==> config.mk <==
export PLATFORM = sky130hd
export DESIGN_NAME = vga_fb_scheduler
export DESIGN_NICKNAME = d
export VERILOG_FILES = /design/src/rtl/vga_pkg.sv /design/src/rtl/vga_fb_pix_unpack.sv /design/src/rtl/vga_fb_scheduler.sv
export SDC_FILE = /design/constraint.sdc
export NUM_CORES = 1
export LEC_CHECK = 0
export CORE_MARGIN = 1
export CORE_UTILIZATION = 50
export DETAILED_ROUTE_END_ITERATION = 12
export PLACE_DENSITY = 0.84
export SYNTH_ARGS = -nofsm -noshare
export SYNTH_HDL_FRONTEND = slang
export SYNTH_HIERARCHICAL = 1
export SYNTH_SLANG_ARGS = --single-unit
==> constraint.sdc <==
create_clock -name clk -period 9.1 [get_ports clk]
set_input_delay 1.365 -clock clk [delete_from_list [all_inputs] [get_ports clk]]
set_output_delay 1.365 -clock clk [all_outputs]
set_load 0.02 [all_outputs]
==> src/rtl/vga_pkg.sv <==
// Shared VGA geometry and framebuffer pixel/word types.
package vga_pkg;

    localparam int unsigned SIZE     = 3;
    localparam int unsigned H_PIXELS = 50 * SIZE;
    localparam int unsigned V_PIXELS = 25 * SIZE;
    localparam int unsigned H_BITS   = 8;
    localparam int unsigned V_BITS   = 7;
    localparam int unsigned PIX_W    = 4;

    typedef logic [PIX_W-1:0] pix_t;

    // Low half holds the even-column pixel.
    typedef struct packed {
        pix_t hi;
        pix_t lo;
    } fb_word_t;

    typedef enum logic {
        SLOT_WR,
        SLOT_DISP
    } slot_e;

endpackage

==> src/rtl/vga_fb_pix_unpack.sv <==
// Captures the framebuffer read word and emits its two pixels aligned
// two cycles behind col/disp_ena.
module vga_fb_pix_unpack
    import vga_pkg::*;
(
    input  logic     clk,
    input  logic     rst,
    input  logic     disp_ena_i,
    input  logic     col_odd_i,
    input  fb_word_t fb_rdata_i,
    output pix_t     pix_o,
    output logic     pix_valid_o
);

    logic     ena1_q, odd1_q, ena2_q, odd2_q;
    fb_word_t held_q, held_d;

    // Only a display read one cycle back loads the word, so writer traffic
    // on odd/blank slots never disturbs the pixel pair being shown.
    always_comb begin
        held_d = held_q;
        if (ena1_q && !odd1_q) begin
            held_d = fb_rdata_i;
        end
    end

    always_ff @(posedge clk) begin
        if (rst) begin
            ena1_q <= 1'b0;
            odd1_q <= 1'b0;
            ena2_q <= 1'b0;
            odd2_q <= 1'b0;
            held_q <= '0;
        end else begin
            ena1_q <= disp_ena_i;
            odd1_q <= col_odd_i;
            ena2_q <= ena1_q;
            odd2_q <= odd1_q;
            held_q <= held_d;
        end
    end

    always_comb begin
        pix_o = '0;
        if (ena2_q) begin
            pix_o = odd2_q ? held_q.hi : held_q.lo;
        end
    end

    assign pix_valid_o = ena2_q;

endmodule

==> src/rtl/vga_fb_scheduler.sv <==
// Single-port framebuffer arbiter: display fetch on even active columns,
// writer on all other slots. Optional stats via VGA_FB_STATS_EN.
module vga_fb_scheduler
    import vga_pkg::*;
#(
    parameter int unsigned SIZE     = vga_pkg::SIZE,
    parameter int unsigned H_PIXELS = 50 * SIZE,
    parameter int unsigned V_PIXELS = 25 * SIZE,
    parameter int unsigned PIX_W    = vga_pkg::PIX_W,
    parameter int unsigned ADDR_W   = 13,
    parameter int unsigned MAX_WAIT = 15
) (
    input  logic               clk,
    input  logic               rst,
    input  logic               disp_ena,
    input  logic [H_BITS-1:0]  col,
    input  logic [V_BITS-1:0]  row,
    input  logic               wr_valid,
    output logic               wr_ready,
    input  logic [ADDR_W-1:0]  wr_addr,
    input  logic [2*PIX_W-1:0] wr_data,
    output logic               fb_en,
    output logic               fb_we,
    output logic [ADDR_W-1:0]  fb_addr,
    output logic [2*PIX_W-1:0] fb_wdata,
    input  logic [2*PIX_W-1:0] fb_rdata,
    output logic [PIX_W-1:0]   pix_out,
    output logic               pix_valid,
    output logic               wr_starved
`ifdef VGA_FB_STATS_EN
   ,output logic [15:0]        stat_wr_cnt,
    output logic [4:0]         stat_max_wait
`endif
);

    localparam int unsigned FB_WORDS = V_PIXELS * H_PIXELS / 2;

    if ((2 ** ADDR_W) < FB_WORDS) begin : g_addr_w_check
        $error("ADDR_W too small for the framebuffer");
    end
    if (PIX_W != vga_pkg::PIX_W) begin : g_pix_w_check
        $error("PIX_W must match vga_pkg::PIX_W");
    end

    slot_e             slot;
    logic [ADDR_W-1:0] disp_addr;
    logic              xfer;
    logic [4:0]        wait_q, wait_d;
    logic              starved_q, starved_d;

    assign disp_addr = ADDR_W'(row) * ADDR_W'(H_PIXELS / 2) + ADDR_W'(col[H_BITS-1:1]);

    always_comb begin
        slot     = (disp_ena && !col[0]) ? SLOT_DISP : SLOT_WR;
        fb_en    = 1'b0;
        fb_we    = 1'b0;
        fb_addr  = disp_addr;
        fb_wdata = wr_data;
        wr_ready = 1'b0;
        if (!rst) begin
            case (slot)
                SLOT_DISP: fb_en = 1'b1;
                SLOT_WR: begin
                    wr_ready = wr_valid;
                    fb_en    = wr_valid;
                    fb_we    = wr_valid;
                    fb_addr  = wr_addr;
                end
                default: ;
            endcase
        end
    end

    assign xfer = wr_valid && wr_ready;

    always_comb begin
        wait_d = wait_q;
        if (xfer) begin
            wait_d = '0;
        end else if (wr_valid && !wait_q[4:0] == 1'b0 && wait_q != '1) begin
            wait_d = wait_q + 5'd1;
        end else if (wr_valid && wait_q == '0) begin
            wait_d = 5'd1;
        end
        starved_d = starved_q || (wait_q > 5'(MAX_WAIT));
    end

    always_ff @(posedge clk) begin
        if (rst) begin
            wait_q    <= '0;
            starved_q <= 1'b0;
        end else begin
            wait_q    <= wait_d;
            starved_q <= starved_d;
        end
    end

    assign wr_starved = starved_q;

`ifdef VGA_FB_STATS_EN
    logic [15:0] wr_cnt_q, wr_cnt_d;
    logic [4:0]  max_wait_q, max_wait_d;

    always_comb begin
        wr_cnt_d   = xfer ? wr_cnt_q + 16'd1 : wr_cnt_q;
        max_wait_d = (wait_q > max_wait_q) ? wait_q : max_wait_q;
    end

    always_ff @(posedge clk) begin
        if (rst) begin
            wr_cnt_q   <= '0;
            max_wait_q <= '0;
        end else begin
            wr_cnt_q   <= wr_cnt_d;
            max_wait_q <= max_wait_d;
        end
    end

    assign stat_wr_cnt   = wr_cnt_q;
    assign stat_max_wait = max_wait_q;
`endif

    vga_fb_pix_unpack u_unpack (
        .clk         (clk),
        .rst         (rst),
        .disp_ena_i  (disp_ena),
        .col_odd_i   (col[0]),
        .fb_rdata_i  (fb_rdata),
        .pix_o       (pix_out),
        .pix_valid_o (pix_valid)
    );

endmodule

==> results of run 1 <==
-- power groups by stage --
stage / Clock (mW) / Sequential, mW / Combinational [mW]
finish: 0.0556 / 0.0849 / 0.290
global route: 0.0607 / 0.0852 / 0.323
CTS: 0.0575 / 0.0848 / 0.291
detailed placement: 0 / 0.0865 / 0.289
global placement: 0 / 0.0864 / 0.282
floorplan: 0 / 0.0855 / 0.193
-- critical path, cell delays in order --
cell	delay, ps
clkdlybuf4s50_1	570
ha_1	180
inv_1	50
fa_1	470
inv_1	40
ha_1	270
inv_1	50
fa_1	540
inv_1	50
ha_1	340
a21oi_1	200
nand4b_1	200
a21boi_2	100
or4_1	470
nand4_1	120
clkdlybuf4s50_1	610
-- logic make-up after synthesis --
| group | after synthesis | share of synthesized area |
|---|---|---|
| DFF | 18 | 0.1582 |
| AOI/OAI and AO/OA | 40 | 0.1197 |
| and+or+nand+nor | 99 | 0.2444 |
| buffers and inverters | 61 | 0.1159 |
| xor gates and xnor gates | 5 | 0.01922 |
| muxes | 4 | 0.01757 |
| adders and majority gates | 52 | 0.3251 |
-- layout make-up --
class                      instances  area [um2]
tap                               52       65.06
timing repair buffer              62       618.1
sequential                        18       360.3
fill                             374        1443
clock buffer                       3       41.29
inverter                          46       172.7
multi-input combinational        200        1654
-- through the flow --
step                      cell area (um2)  setup WS (ps)  utilization  total power [mW]
after global placement               2870           2181       0.6592            0.3684
after detailed placement             2870           2128       0.6592            0.3751
final                                2912           2110       0.6687            0.4305
after global routing                 2912           1891       0.6687            0.4690
after CTS                            2912           2103       0.6687            0.4337
after floorplan                      2278           3302            -            0.2781
-- placed cells by master (no fill, tap or decap), types with 2 or more instances in the layout --
cell type	count
clkdlybuf4s50_1	61
inv_1	46
ha_1	40
nand2_1	31
dfxtp_1	18
nor2_1	14
nor2b_1	12
fa_1	12
a21oi_1	10
nand2b_1	9
nand4bb_1	8
o21ai_2	8
nor3_1	6
o21ai_0	6
a21o_1	5
nand4_1	4
o31ai_1	4
xor2_1	4
mux2i_1	4
clkbuf_8	3
nand3_1	2
and3_1	2
o21a_1	2
nor3b_1	2
or2_1	2
and2_1	2
-- metal layers --
metal,up-vias,global-route usage
li1,1015,-
met1,926,0.2631
met2,52,0.4153
met3,14,0.02471
met4,0,0.09297
met5,-,0
-- sequential cells by signal, summed over array words and instances (netlist names) --
| register | cells |
|---|---|
| wr_starved | 1 |
| u_unpack/pix_valid_o | 1 |
| u_unpack/ena1_q | 1 |
| u_unpack/odd1_q | 1 |
| wait_q | 5 |
| u_unpack/odd2_q | 1 |
| u_unpack/held_q | 8 |
-- worst max path at each step --
stage | endpoint | slack, ps | depth (start not counted)
4_1_cts | fb_addr[10] | 2100 | 16
6_report | fb_addr[10] | 2110 | 16
3_5_place_dp | fb_addr[10] | 2130 | 16
3_3_place_gp | fb_addr[10] | 2180 | 16
2_1_floorplan | fb_addr[11] | 3300 | 14
5_1_grt | fb_addr[10] | 1890 | 16
==> results.json, run 1 <==
{
  "viasPerCell": 5.268,
  "synth_edf_count": 0,
  "hp-class": "reg -> reg",
  "irDropWorstVdd_v": 0.00009644,
  "m1WireLength_um": 2131,
  "crit_arrival_ps": 5630,
  "syn_inst": 279,
  "postCtsSetupBuffers": 0,
  "worst_pin_slew_ps": 658.0,
  "dp_hpwl_um": 4151,
  "synth_top_cell_by_area": "ha_1",
  "rows": 24,
  "hold_end": "u_unpack/held_q[1]",
  "seqPwrFrac": 0.197,
  "synth-seq-cells": 18,
  "grt_use_total": 0.2255,
  "synth_area_um2": 2278,
  "grt_max_degree": 26,
  "io_pins": 78,
  "holdCritStartpoint": "u_unpack/held_q[1]",
  "yosys_warnings": 6,
  "setup_viol": 0,
  "core_area_um2": 4354,
  "syn_avg_cell_area_um2": 8.166,
  "crit-reg2reg-launch": "wait_q[0]",
  "cts-resized-gates": 0,
  "wl_um": 4998,
  "ff2ff_path_depth": 6,
  "cts_buffers": 3,
  "drive_gt1_frac": 0.04863,
  "yosys-top-cells-count": "46 x inv_1, 40 x ha_1, 31 x nand2_1, 18 x dfxtp_1, 14 x nor2_1",
  "top_layer": "met4",
  "timing.critical_path.to_type": "output pin",
  "synth_most_common_cell": "inv_1",
  "worst_setup_path_start_kind": "input port",
  "synth_top_area_frac": 0.2197,
  "fin_tns_setup_ps": 0,
  "first_global_vias": 2047,
  "p_sw_frac": 0.4282,
  "clk_pin_slew_ps": 70,
  "wl_per_cell_um": 13.12,
  "insertion_delay_ps": 250,
  "seq_area_frac_synth": 0.1582,
  "clock_power_share": 0.129,
  "dr.pass1.iters": 4,
  "htreeDepth": 1,
  "synth_area_leaders": "ha_1 22%, dfxtp_1 16%, fa_1 11%, inv_1 7.6%, nand2_1 5.1%",
  "dr_wl_met2_um": 2580,
  "port_buffers": 61,
  "drc": 0,
  "gp_congestion": 0.8576,
  "rsz0062_at_grt": "no",
  "grt_overflow": 0,
  "finalClockSkew_ps": 3.044,
  "combPwrFrac": 0.674,
  "antenna_cells_inserted": 0,
  "p_switching_mw": 0.1843,
  "cts_tree": "built",
  "p_per_area_nw_per_um2": 147.9,
  "status": "finished, final reports clean",
  "report.final.slew_viol_count": 0,
  "die_x_um": 69.51,
  "cp_max_fo": 4,
  "ctsHoldBuffers": 0,
  "async_flop_share": 0,
  "ys.flop_type": "dfxtp_1",
  "p_int_mw": 0.2462,
  "syn-num-nets": 379,
  "relSlewSlack": 0.5600,
  "power.leakage_nw": 1.376,
  "nets": 431,
  "start_util": 0.5233,
  "clock.fmax_mhz": 143.1,
  "vias": 2007,
  "antenna_found_initial": 0,
  "place_inst": 378,
  "layout_min_cycle_time_ps": 6990,
  "yosysUniqueCellTypes": 38,
  "reg2reg_to": "wait_q[1]",
  "required_ps": 7740,
  "root_buffer": "clkbuf_8",
  "cp-startpoint": "row[2]",
  "hold_ws_ps": 474.3,
  "cts.sinks": 18,
  "grt_first_pass_wirelength_um": 8873,
  "crit_type": "in -> out",
  "area.growth.synth_to_final_pct": 27.79,
  "dieArea_um2": 4831,
  "routed-wl-met3_um": 148,
  "drv_cap": 0,
  "ant_nets": 0,
  "holdPathStages": 2,
  "die_h_um": 69.51,
  "clock_path_buffers": 2,
  "fin_crit_sh": 0.7682,
  "ff2ff_setup_slack_ps": 7500,
  "final_cells": 381,
  "hold_viol": 0,
  "drt_iter0_markers": 97
}
(Power assumes the default switching activity.)
==> inputs of run 2 (changes only) <==
CORE_UTILIZATION = 47   (was 50)
PLACE_DENSITY = 0.79   (was 0.84)
clock period = 7.1 ns   (was 9.1 ns; I/O delays follow)
==> results.json, run 2 (synthesis results as in run 1) <==
{
  "crit_type": "in -> out",
  "report.final.slew_viol_count": 0,
  "insertion_delay_ps": 260,
  "hp-class": "reg -> reg",
  "htreeDepth": 1,
  "required_ps": 6030,
  "fin_tns_setup_ps": 0,
  "p_per_area_nw_per_um2": 191.5,
  "hold_viol": 0,
  "clock_power_share": 0.151,
  "p_int_mw": 0.3266,
  "drv_cap": 0,
  "p_sw_frac": 0.4171,
  "clk_pin_slew_ps": 70,
  "rows": 24,
  "grt_overflow": 0,
  "finalPower_mw": 0.5603,
  "cpPeakStageDelay_ps": 610,
  "seqCellArea_um2": 360.3,
  "irDropWorstVdd_v": 0.0001518,
  "seqPwrFrac": 0.194,
  "drc": 0,
  "layout_common_cells": "61 x clkdlybuf4s50_1, 46 x inv_1, 40 x ha_1, 31 x nand2_1, 18 x dfxtp_1",
  "ff2ff_setup_slack_ps": 5580,
  "wl_per_cell_um": 12.91,
  "grt_first_pass_wirelength_um": 8266,
  "grt_max_degree": 26,
  "p_switching_mw": 0.2337,
  "cts_buffers": 3,
  "cts_tree": "built",
  "antenna_cells_inserted": 0,
  "first_global_vias": 1892,
  "cts-resized-gates": 0,
  "status": "finished, final reports clean",
  "start_util": 0.5058,
  "hold_ws_ps": 475.5,
  "relSlewSlack": 0.3310,
  "gp_congestion": 0.8546,
  "ctsHoldBuffers": 0,
  "crit_path_frequent_cell": "inv_1",
  "postCtsSetupBuffers": 0,
  "dr.pass1.iters": 4,
  "dp_hpwl_um": 4058,
  "cp_max_fo": 4,
  "layout_min_cycle_time_ps": 6413,
  "setup_viol": 0,
  "area.growth.synth_to_final_pct": 28.39,
  "path_cells": "clkdlybuf4s50_1 -> ha_1 -> inv_1 -> fa_1 -> inv_1 -> ha_1 -> inv_1 -> fa_1 -> inv_1 -> ha_1 -> a21oi_1 -> nand4b_1 -> a21boi_2 -> or4_1 -> nand4_1 -> clkdlybuf4s50_1",
  "finalClockSkew_ps": 3.353,
  "worst_pin_slew_ps": 999.9,
  "power.leakage_nw": 1.383,
  "viasPerCell": 5.217,
  "drive_gt1_frac": 0.05152,
  "reg_top3": "u_unpack/held_q: 8 flops, wait_q: 5 flops",
  "root_buffer": "clkbuf_8",
  "dieArea_um2": 5130,
  "vias": 1993,
  "crit_buf_inv": 6,
  "clock.fmax_mhz": 155.9,
  "drt_iter0_markers": 72,
  "combPwrFrac": 0.655,
  "crit_arrival_ps": 5350,
  "slowest_stage": "clkdlybuf4s50_1",
  "io_pins": 78,
  "die_h_um": 71.63,
  "timing.critical_path.to_type": "output pin",
  "worst_setup_path_start_kind": "input port",
  "fin_crit_sh": 0.9032,
  "rsz0062_at_grt": "no",
  "antenna_found_initial": 0,
  "final_cells": 382,
  "fill_cells": 405,
  "wl_um": 4933,
  "ant_nets": 0,
  "port_buffers": 61,
  "cp_top_family": "adder cells",
  "place_inst": 378,
  "multi_input_area_um2": 1654,
  "grt_use_total": 0.2042,
  "clock_path_buffers": 2,
  "largest_reg_flops": 8,
  "die_x_um": 71.63,
  "regMostFlops": "u_unpack/held_q",
  "nets": 431,
  "core_area_um2": 4504,
  "cts.sinks": 18,
  "layout_commonest_cell": "clkdlybuf4s50_1"
}
-- run 2: final cells by class --
type | count | area share
timing repair buffer | 62 | 0.2113
sequential | 18 | 0.1232
tap | 52 | 0.02224
multi-input combinational | 200 | 0.5654
clock buffer | 4 | 0.01882
inverter | 46 | 0.05902
-- run 2: tightest hold or removal path, stage by stage, from the launching register on --
cell      delay [ps]
dfxtp_1          310
nand2b_1          80
o21ai_2           50
-- run 2: power groups by stage --
stage	sequential [mW]	clock (mW)	combinational, mW
after floorplan	0.110	0	0.247
after global placement	0.111	0	0.362
after detailed placement	0.111	0	0.366
after CTS	0.109	0.0858	0.369
after global routing	0.109	0.0905	0.406
final	0.109	0.0844	0.367
-- run 2: final timing paths --
kind                                          from            endpoint  cells past startpoint
worst max register to register           wait_q[1]           wait_q[3]                      7
worst min-delay path            u_unpack/held_q[0]  u_unpack/held_q[0]                      2
worst max-delay path                        row[2]         fb_addr[10]                     16
worst min register to register  u_unpack/held_q[0]  u_unpack/held_q[0]                      2
-- run 2: per-layer routing --
metal / track usage / routed length [um] / vias up
li1: - / - / 1018
met1: 0.2632 / 2320 / 916
met2: 0.3553 / 2345 / 53
met3: 0.04079 / 221 / 6
met4: 0.04139 / 44 / 0
met5: 0 / 0 / -
-- run 2: per-stage QoR --
stage                     instance area [um2]  setup WS (ps)  utilization
after floorplan                          2278           1902            -
after detailed placement                 2870          718.0       0.6372
after global routing                     2925          457.1       0.6494
final                                    2925          687.5       0.6494
after CTS                                2925          686.9       0.6494
after global placement                   2870          711.3       0.6372
==> inputs of run 3 (changes only) <==
ABC_AREA = 1   (was not set)
==> results.json, run 3 <==
{
  "synth_edf_count": 0,
  "port_buffers": 61,
  "layout_min_cycle_time_ps": 6018,
  "timing.critical_path.to_type": "output pin",
  "ant_nets": 0,
  "drc": 0,
  "cts.sinks": 18,
  "crit_type": "in -> out",
  "first_global_vias": 2239,
  "p_per_area_nw_per_um2": 198.6,
  "seqCellArea_um2": 360.3,
  "ctsHoldBuffers": 0,
  "grt_max_degree": 19,
  "async_flop_share": 0,
  "yosys-top-cells-count": "81 x inv_1, 78 x nand2_1, 51 x nor2_1, 40 x ha_1, 26 x nand3_1",
  "die_x_um": 73.16,
  "worst_pin_slew_ps": 586.6,
  "drv_cap": 0,
  "synth-seq-cells": 18,
  "path_cells": "clkdlybuf4s50_1 -> ha_1 -> inv_1 -> fa_1 -> inv_1 -> ha_1 -> inv_1 -> fa_1 -> inv_1 -> ha_1 -> a21oi_1 -> inv_1 -> a21oi_1 -> nand2_1 -> nand2_1 -> nand3_1 -> nand2_1 -> clkdlybuf4s50_1",
  "postCtsSetupBuffers": 0,
  "relSlewSlack": 0.6048,
  "irDropWorstVdd_v": 0.0001215,
  "rsz0062_at_grt": "no",
  "synth_area_leaders": "ha_1 21%, dfxtp_1 15%, inv_1 13%, nand2_1 12%, fa_1 10%",
  "area.growth.synth_to_final_pct": 27.97,
  "clock_path_buffers": 2,
  "largest_reg_flops": 8,
  "report.final.slew_viol_count": 0,
  "grt_first_pass_wirelength_um": 8825,
  "wl_per_cell_um": 10.80,
  "power.leakage_nw": 1.673,
  "insertion_delay_ps": 250,
  "utilization": 0.6363,
  "place_inst": 479,
  "vias": 2294,
  "syn_inst": 362,
  "reg_top3": "u_unpack/held_q: 8 flops, wait_q: 5 flops",
  "hp-class": "reg -> reg",
  "cts-resized-gates": 0,
  "die_h_um": 73.16,
  "required_ps": 6030,
  "dr.pass1.iters": 4,
  "grt_use_total": 0.2089,
  "wl_um": 5216,
  "gp_congestion": 0.8915,
  "final_cells": 483,
  "drive_gt1_frac": 0.04808,
  "fin_crit_sh": 0.8476,
  "ys.flop_type": "dfxtp_1",
  "antenna_found_initial": 0,
  "layout_commonest_cell": "inv_1",
  "cpPeakStageDelay_ps": 590,
  "rows": 25,
  "ff2ff_setup_slack_ps": 5410,
  "worst_setup_path_start_kind": "input port",
  "grt_overflow": 0,
  "dieArea_um2": 5352,
  "core_area_um2": 4786,
  "yosysUniqueCellTypes": 31,
  "viasPerCell": 4.749,
  "fill_cells": 461,
  "clock.fmax_mhz": 166.2,
  "dp_hpwl_um": 4433,
  "clk_pin_slew_ps": 70,
  "nets": 517,
  "antenna_cells_inserted": 0,
  "io_pins": 78,
  "seq_area_frac_synth": 0.1514,
  "syn-num-nets": 462,
  "setup_viol": 0,
  "crit_arrival_ps": 4950,
  "regMostFlops": "u_unpack/held_q",
  "layout_common_cells": "81 x inv_1, 78 x nand2_1, 61 x clkdlybuf4s50_1, 51 x nor2_1, 40 x ha_1",
  "cts_buffers": 3,
  "synth_top_area_frac": 0.2103,
  "synth_area_um2": 2380,
  "synth_top_cell_by_area": "ha_1",
  "htreeDepth": 1,
  "syn_avg_cell_area_um2": 6.574,
  "finalClockSkew_ps": 1.555,
  "fin_tns_setup_ps": 0,
  "crit_buf_inv": 7,
  "cp_max_fo": 5,
  "slowest_stage": "clkdlybuf4s50_1",
  "cp_top_family": "adder cells",
  "yosys_warnings": 6,
  "root_buffer": "clkbuf_8",
  "status": "finished, final reports clean",
  "cts_tree": "built",
  "start_util": 0.4973,
  "multi_input_area_um2": 1607,
  "hold_viol": 0,
  "crit_path_frequent_cell": "inv_1",
  "drt_iter0_markers": 68,
  "synth_most_common_cell": "inv_1"
}
[run 3: cell types whose count changed in the layout (fill, tap and decap cells not counted), sizes merged, moves of 4 or more]
cell	change
o21ai	-9
a21o	-5
nand2	+50
nand3	+26
mux2i	-4
o31ai	-4
nor3	-5
inv	+41
nor2b	-12
nand2b	-9
nand4bb	-8
nor2	+39
[run 3: worst paths after layout]
path / startpoint / to / cells past startpoint
max: row[2] / fb_addr[9] / 18
min: wr_starved / wr_starved / 2
max reg2reg: wait_q[0] / wait_q[3] / 9
min reg2reg: wr_starved / wr_starved / 2
[run 3: cell families after synthesis]
| kind of cell | synth area share |
|---|---|
| xor+xnor | 0.007362 |
| simple gates | 0.3086 |
| fa+ha+maj | 0.3113 |
| compound gates | 0.04784 |
| buf+inv | 0.1735 |
| flops | 0.1514 |
[run 3: where the power goes]
part,switching (mW),internal (mW)
clock,0.0346,0.0493
combinational,0.235,0.176
sequential,0.00377,0.106
[run 3: through the flow]
step	worst slack [ps]	area, um2	hold slack (ps)	power (mW)
after detailed placement	1073	2990	465.7	0.5234
after global placement	1129	2990	454.0	0.5136
after floorplan	2308	2380	449.6	0.3965
after global routing	865.9	3045	500.0	0.6635
after CTS	1064	3045	481.5	0.6071
final	1082	3045	472.0	0.6049
[run 3: layout make-up]
class | count | area share
timing repair buffer | 61 | 0.2005
sequential | 18 | 0.1183
tap | 67 | 0.02753
inverter | 87 | 0.1081
multi-input combinational | 246 | 0.5275
clock buffer | 4 | 0.01808
[run 3: layer usage]
layer / vias to the layer above / track usage / wire, um
met5: - / 0 / 0
met4: 0 / 0.06754 / 83
met3: 11 / 0.01657 / 213
met2: 63 / 0.4115 / 2683
met1: 1023 / 0.2325 / 2236
li1: 1197 / - / -
[run 3: worst reg2reg max path: stages, from the launching register on]
cell     delay [ps]
dfxtp_1         340
ha_1            220
nand2_1          90
nor2_1           60
ha_1            190
nor2_1          230
nand2_2         150
nand2_2         100
o22ai_1          70
and2_1          140
